**config.mk**
```make
export PLATFORM = sky130hd
export DESIGN_NAME = regfile_param_flat
export DESIGN_NICKNAME = d
export VERILOG_FILES = /design/src/rtl/regfile_param_if.sv /design/src/rtl/regfile_param.sv /design/src/flat_wrapper.sv
export SDC_FILE = /design/constraint.sdc
export NUM_CORES = 1
export LEC_CHECK = 0
export ABC_AREA = 1
export CAP_MARGIN = 20
export CORE_MARGIN = 2
export CORE_UTILIZATION = 60
export DETAILED_ROUTE_END_ITERATION = 6
export DONT_BUFFER_PORTS = 1
export PLACE_DENSITY = 0.74
export SKIP_CTS_REPAIR_TIMING = 1
export SLEW_MARGIN = 15
export SYNTH_ARGS = -nofsm -noshare
export SYNTH_HDL_FRONTEND = slang
export SYNTH_SLANG_ARGS = --single-unit
```
**constraint.sdc**
```tcl
create_clock -name CLK -period 1.9 [get_ports CLK]
set_input_delay 0 -clock CLK [delete_from_list [all_inputs] [get_ports CLK]]
set_output_delay 0 -clock CLK [all_outputs]
set_load 0.01 [all_outputs]
```
**src/rtl/regfile_param_if.sv**
```systemverilog
// Register-file bus: two read ports, one write port, bulk-clear control
// and clear status. The master drives addresses, write data and requests;
// the slave (the register file) returns read data and BUSY/DONE.
interface regfile_param_if #(
    parameter int WIDTH = 16,
    parameter int AW    = 3
);
    logic [AW-1:0]    AA;
    logic [AW-1:0]    BA;
    logic [AW-1:0]    DA;
    logic [WIDTH-1:0] DD;
    logic             RW;
    logic             CLR;
    logic [WIDTH-1:0] AD;
    logic [WIDTH-1:0] BD;
    logic             BUSY;
    logic             DONE;

    modport master (
        output AA, BA, DA, DD, RW, CLR,
        input  AD, BD, BUSY, DONE
    );

    modport slave (
        input  AA, BA, DA, DD, RW, CLR,
        output AD, BD, BUSY, DONE
    );
endinterface

```
**src/rtl/regfile_param.sv**
```systemverilog
// Parametrised register file: two combinational read ports, one
// synchronous write port, optional write-through bypass, optional
// hard-wired-zero R0 and a one-entry-per-cycle bulk-clear engine.
module regfile_param #(
    parameter int WIDTH   = 16,
    parameter int AW      = 3,
    parameter int BYPASS  = 1,
    parameter int R0_ZERO = 0
) (
    input logic            CLK,
    input logic            RESET,
    regfile_param_if.slave bus
);
    localparam int          DEPTH = 2 ** AW;
    localparam logic [AW-1:0] LAST = AW'(DEPTH - 1);

    typedef enum logic {IDLE, CLEAR} state_t;

    state_t                        state;
    logic [AW-1:0]                 ptr;
    logic                          busy_q;
    logic                          done_q;
    logic [DEPTH-1:0][WIDTH-1:0]   rf;
    logic [DEPTH-1:0]              wr_hit;
    logic [DEPTH-1:0]              clr_hit;
    logic                          wr_req;
    logic                          byp_en;

    // A write only takes effect in IDLE and loses to a simultaneous clear.
    assign wr_req = (state == IDLE) && bus.RW && !bus.CLR;
    assign byp_en = (BYPASS != 0) && wr_req;

    // Per-entry strobes: clear engine hit, or accepted write to this entry.
    always_comb begin
        wr_hit  = '0;
        clr_hit = '0;
        for (int i = 0; i < DEPTH; i++) begin
            clr_hit[i] = (state == CLEAR) && (ptr == AW'(i));
            wr_hit[i]  = wr_req && (bus.DA == AW'(i)) &&
                         !((R0_ZERO != 0) && (i == 0));
        end
    end

    // Storage array; clear engine has priority over the write port.
    always_ff @(posedge CLK or negedge RESET) begin
        if (!RESET) begin
            rf <= '0;
        end else begin
            for (int i = 0; i < DEPTH; i++) begin
                if (clr_hit[i])
                    rf[i] <= '0;
                else if (wr_hit[i])
                    rf[i] <= bus.DD;
            end
        end
    end

    // Clear sequencer. CLR is ignored mid-clear, but if it is still high on
    // the edge that clears the last entry a new sweep begins straight away,
    // so that cycle shows DONE together with BUSY.
    always_ff @(posedge CLK or negedge RESET) begin
        if (!RESET) begin
            state  <= IDLE;
            ptr    <= '0;
            busy_q <= 1'b0;
            done_q <= 1'b0;
        end else begin
            done_q <= 1'b0;
            case (state)
                IDLE: begin
                    if (bus.CLR) begin
                        state  <= CLEAR;
                        ptr    <= '0;
                        busy_q <= 1'b1;
                    end
                end
                CLEAR: begin
                    ptr <= ptr + 1'b1;
                    if (ptr == LAST) begin
                        done_q <= 1'b1;
                        if (!bus.CLR) begin
                            state  <= IDLE;
                            busy_q <= 1'b0;
                        end
                    end
                end
                default: state <= IDLE;
            endcase
        end
    end

    // Read port A: array, then write-through bypass, then R0 override.
    always_comb begin
        bus.AD = rf[bus.AA];
        if (byp_en && (bus.AA == bus.DA))
            bus.AD = bus.DD;
        if ((R0_ZERO != 0) && (bus.AA == '0))
            bus.AD = '0;
    end

    // Read port B: same priority as port A.
    always_comb begin
        bus.BD = rf[bus.BA];
        if (byp_en && (bus.BA == bus.DA))
            bus.BD = bus.DD;
        if ((R0_ZERO != 0) && (bus.BA == '0))
            bus.BD = '0;
    end

    assign bus.BUSY = busy_q;
    assign bus.DONE = done_q;
endmodule

```
**src/flat_wrapper.sv**
```systemverilog
// flat-port wrapper written by rule: the top's interface ports become plain ports
module regfile_param_flat 
#(
    parameter int WIDTH   = 16,
    parameter int AW      = 3,
    parameter int BYPASS  = 1,
    parameter int R0_ZERO = 0
)
  (CLK, RESET, bus_AA, bus_BA, bus_DA, bus_DD, bus_RW, bus_CLR, bus_AD, bus_BD, bus_BUSY, bus_DONE);
  regfile_param_if #(.WIDTH(WIDTH), .AW(AW)) bus_i ();
  input logic CLK;
  input logic RESET;
  input wire logic [$bits(bus_i.AA)-1:0] bus_AA;
  input wire logic [$bits(bus_i.BA)-1:0] bus_BA;
  input wire logic [$bits(bus_i.DA)-1:0] bus_DA;
  input wire logic [$bits(bus_i.DD)-1:0] bus_DD;
  input wire logic [$bits(bus_i.RW)-1:0] bus_RW;
  input wire logic [$bits(bus_i.CLR)-1:0] bus_CLR;
  output wire logic [$bits(bus_i.AD)-1:0] bus_AD;
  output wire logic [$bits(bus_i.BD)-1:0] bus_BD;
  output wire logic [$bits(bus_i.BUSY)-1:0] bus_BUSY;
  output wire logic [$bits(bus_i.DONE)-1:0] bus_DONE;
  assign bus_i.AA = bus_AA;
  assign bus_i.BA = bus_BA;
  assign bus_i.DA = bus_DA;
  assign bus_i.DD = bus_DD;
  assign bus_i.RW = bus_RW;
  assign bus_i.CLR = bus_CLR;
  assign bus_AD = bus_i.AD;
  assign bus_BD = bus_i.BD;
  assign bus_BUSY = bus_i.BUSY;
  assign bus_DONE = bus_i.DONE;
  regfile_param #(.WIDTH(WIDTH), .AW(AW), .BYPASS(BYPASS), .R0_ZERO(R0_ZERO)) u_core (.CLK(CLK), .RESET(RESET), .bus(bus_i));
endmodule
```
==> metrics.yaml <==
outcome:
  status: "finished with violations"
  failed_checks: "negative hold slack"
power:
  power_leakage_nw: 4.68
  p_seq_frac: 0.382
  p_sw_frac: 0.329
  p_per_area_nw_per_um2: 986
  p_int_mw: 5.82
  clkPwrFrac: 0.376
  combPwrFrac: 0.243
  ir_drop_uv: 871
  p_sw_mw: 2.86
logic_synthesis:
  syn_area_um2: 8000
  postSynth.asyncResetShare: 1.00
  synth_edf_count: 0
  avgSynthCellArea_um2: 6.88
  synth_cell_types: 22
  yosysWarningCount: 0
  synthesis.instances: 1163
  synthFlopType: "dfrtp_1"
  yosysSeqAreaShare: 0.419
  syn_nets: 1198
  ys_ff_latch: 134
floorplanning:
  num_rows: 42
  core-area_um2: 13100
  start_util: 0.609
  ios: 63
  chipWidth_um: 119
  fp.dieArea_um2: 14300
  die_h_um: 119
critical_path:
  critPathKind: "reg -> out"
  path_delay_family: "simple AND/OR/NAND/NOR gates"
  path_cells: "nor2_4, nand2_4, nor2_2, nand2_2, buf_6, nand3_1, nand2_1"
  critical-path-max-stage-delay_ns: 0.40
  reg2reg_to: "u_core.rf[119]"
  crit_arrival_ns: 1.82
  ff2ff_setup_slack_ns: 0.25
  critPathMaxFanout: 13
  critical_path_required_ns: 1.90
  critical_path.slowest_cell: "dfrtp_1"
  cp-end-kind: "output pin"
  ff2ff_path_depth: 5
  reg2reg_from: "u_core.ptr[0]"
  cp_num_buf_inv: 1
  crit_path_start_kind: "flop"
clock_network:
  ctsLongestPathBuffers: 2
  cts_made_buffers: 17
  htreeDepth: 4
  cts.sinks: 134
  clk_pin_slew_ns: 0.06
  clk_latency_ns: 0.42
  cts_tree: "done"
  clock-root-buffer: "clkbuf_16"
timing:
  fin_crit_sh: 0.956
  timing_hold_violations_final: 134
  finalSetupViolCount: 0
  layout_setup_ws_ns: 0.0838
  fmax_mhz: 551
  slew_headroom: 0.671
  report.final.slew_viol_count: 0
  rsz0062_at_grt: "false"
  whs_ns: -0.732
  worst_slew_pin_slew_ns: 0.493
  finalCriticalPeriod_ns: 1.82
  skew_ns: 0.00746
finish:
  final_cell_area_um2: 8810
  finalNetCount: 1182
  drive_above_1_share: 0.0707
  areaGrowthSynthToFinish_pct: 10.1
  num_antenna_cells: 0
drt:
  vias: 8229
  drc: 0
  wl_per_cell_um: 19.9
  detail-route-antenna-nets: 0
  first_pass_iters: 5
  viasPerCell: 6.16
  routed_wl_mm: 26.6
  drt_iter0_drc: 1195
placed_design:
  post-place-ws_ns: 0.286
  dpl_cell_area_um2: 8030
  routabilityCongestion: 0.882
  post-dp-hpwl_mm: 15.5
  port_buffers: 0
grt:
  antenna_found_initial: 0
  grt_max_degree: 135
  grt_pass1_wl_mm: 41.4
  overflow: 0
  track_usage: 0.378
  grt_pass1_vias: 7644
min_path:
  hp-class: "in -> async"
job:
  maxCapViolations: 0
## cell families (layout without fill, tap and decap cells)
| family | count (synthesis) | after routing | synth area share |
|---|---|---|---|
| adders and majority gates | 6 | 6 | 0.00938 |
| buffers and inverters | 235 | 232 | 0.121 |
| DFF | 134 | 134 | 0.419 |
| AOI/OAI and AO/OA | 134 | 134 | 0.0970 |
| and+or+nand+nor | 654 | 654 | 0.354 |
## registers in the layout, indices dropped and copies added, names as in the netlist
name,flops
u_core.rf,128
u_core.ptr,3
u_core.bus.BUSY,1
u_core.bus.DONE,1
u_core.state,1
## cell usage after synthesis (8+ instances only)
cell type / instances / area share
nand2_1: 396 / 0.19
nand3_1: 230 / 0.14
inv_1: 156 / 0.073
dfrtp_1: 134 / 0.42
o22ai_1: 81 / 0.063
o21ai_0: 46 / 0.029
buf_2: 37 / 0.023
clkbuf_1: 17 / 0.0080
nand2_2: 11 / 0.0086
buf_1: 8 / 0.0038
inv_2: 8 / 0.0038
## power groups by stage
stage                     registers [mW]  clock network [mW]  logic (mW)
after floorplan                     3.33                   0        1.56
after global placement              3.35                   0        1.96
after detailed placement            3.36                   0        1.99
after CTS                           3.31                3.25        2.01
after global routing                3.34                3.41        2.32
final                               3.32                3.26        2.11
## metal layers
layer / track usage / wire length [µm]
met1: 0.523 / 10500
met2: 0.557 / 12200
met3: 0.0915 / 2790
met4: 0.187 / 1150
met5: 0 / 0
## how the worst max path moves through the flow
stage	cells after the start	end	startpoint
3_3_place_gp	7	bus_BD[15]	u_core.state
4_1_cts	7	bus_BD[7]	u_core.state
3_5_place_dp	5	u_core.rf[119]	u_core.ptr[0]
5_1_grt	7	bus_BD[14]	u_core.state
6_report	7	bus_AD[11]	u_core.state
2_1_floorplan	7	u_core.rf[101]	u_core.state
## per-stage QoR
stage	utilization	cells	setup TNS (ns)	total power [mW]	hold WS (ns)
CTS	0.655	1318	-1.91	8.57	-0.734
global placement	0.611	1286	0	5.31	-0.291
detailed placement	0.611	1286	0	5.35	-0.292
global route	0.670	1336	0	9.07	-0.747
finish	0.670	1336	0	8.68	-0.732
floorplan	-	1163	0	4.89	-0.296
## final cells by class
cell class / instances / area [µm²]
timing repair buffer: 34 / 330
inverter: 166 / 633
multi-input combinational: 794 / 3690
clock inverter: 10 / 103
clock buffer: 22 / 474
fill: 1200 / 4330
tap: 176 / 220
sequential: 134 / 3350
## layout by cell type (no fill, tap or decap), types with 2 or more instances in the layout
master         Yosys  layout
nand4_2            3       3
nand3_1          230     230
clkbuf_1          17       2
nor2_1             6       6
clkinv_2           2       7
inv_6              0       2
nand2_4            1       2
dlygate4sd3_1      0      17
buf_6              2       2
nand2_2           11      10
nor2_2             5       4
nor2_4             2       3
buf_4              5      13
inv_2              8      10
o21ai_1            6       6
clkbuf_16          0      17
clkbuf_8           0       3
bufinv_16          0       2
buf_12             0       2
ha_1               6       6
o22ai_1           81      81
nand2_1          396     396
dfrtp_1          134     134
o21ai_0           46      46
inv_1            156     154
## worst reg2reg max path, delay by kind of cell, from the launching register on
| kind | cells | cell delay, ns |
|---|---|---|
| DFF | 1 | 0.43 |
| AOI/OAI and AO/OA | 1 | 0.31 |
| and+or+nand+nor | 2 | 0.37 |
| adders and majority gates | 2 | 0.44 |
(Power assumes the default switching activity.)
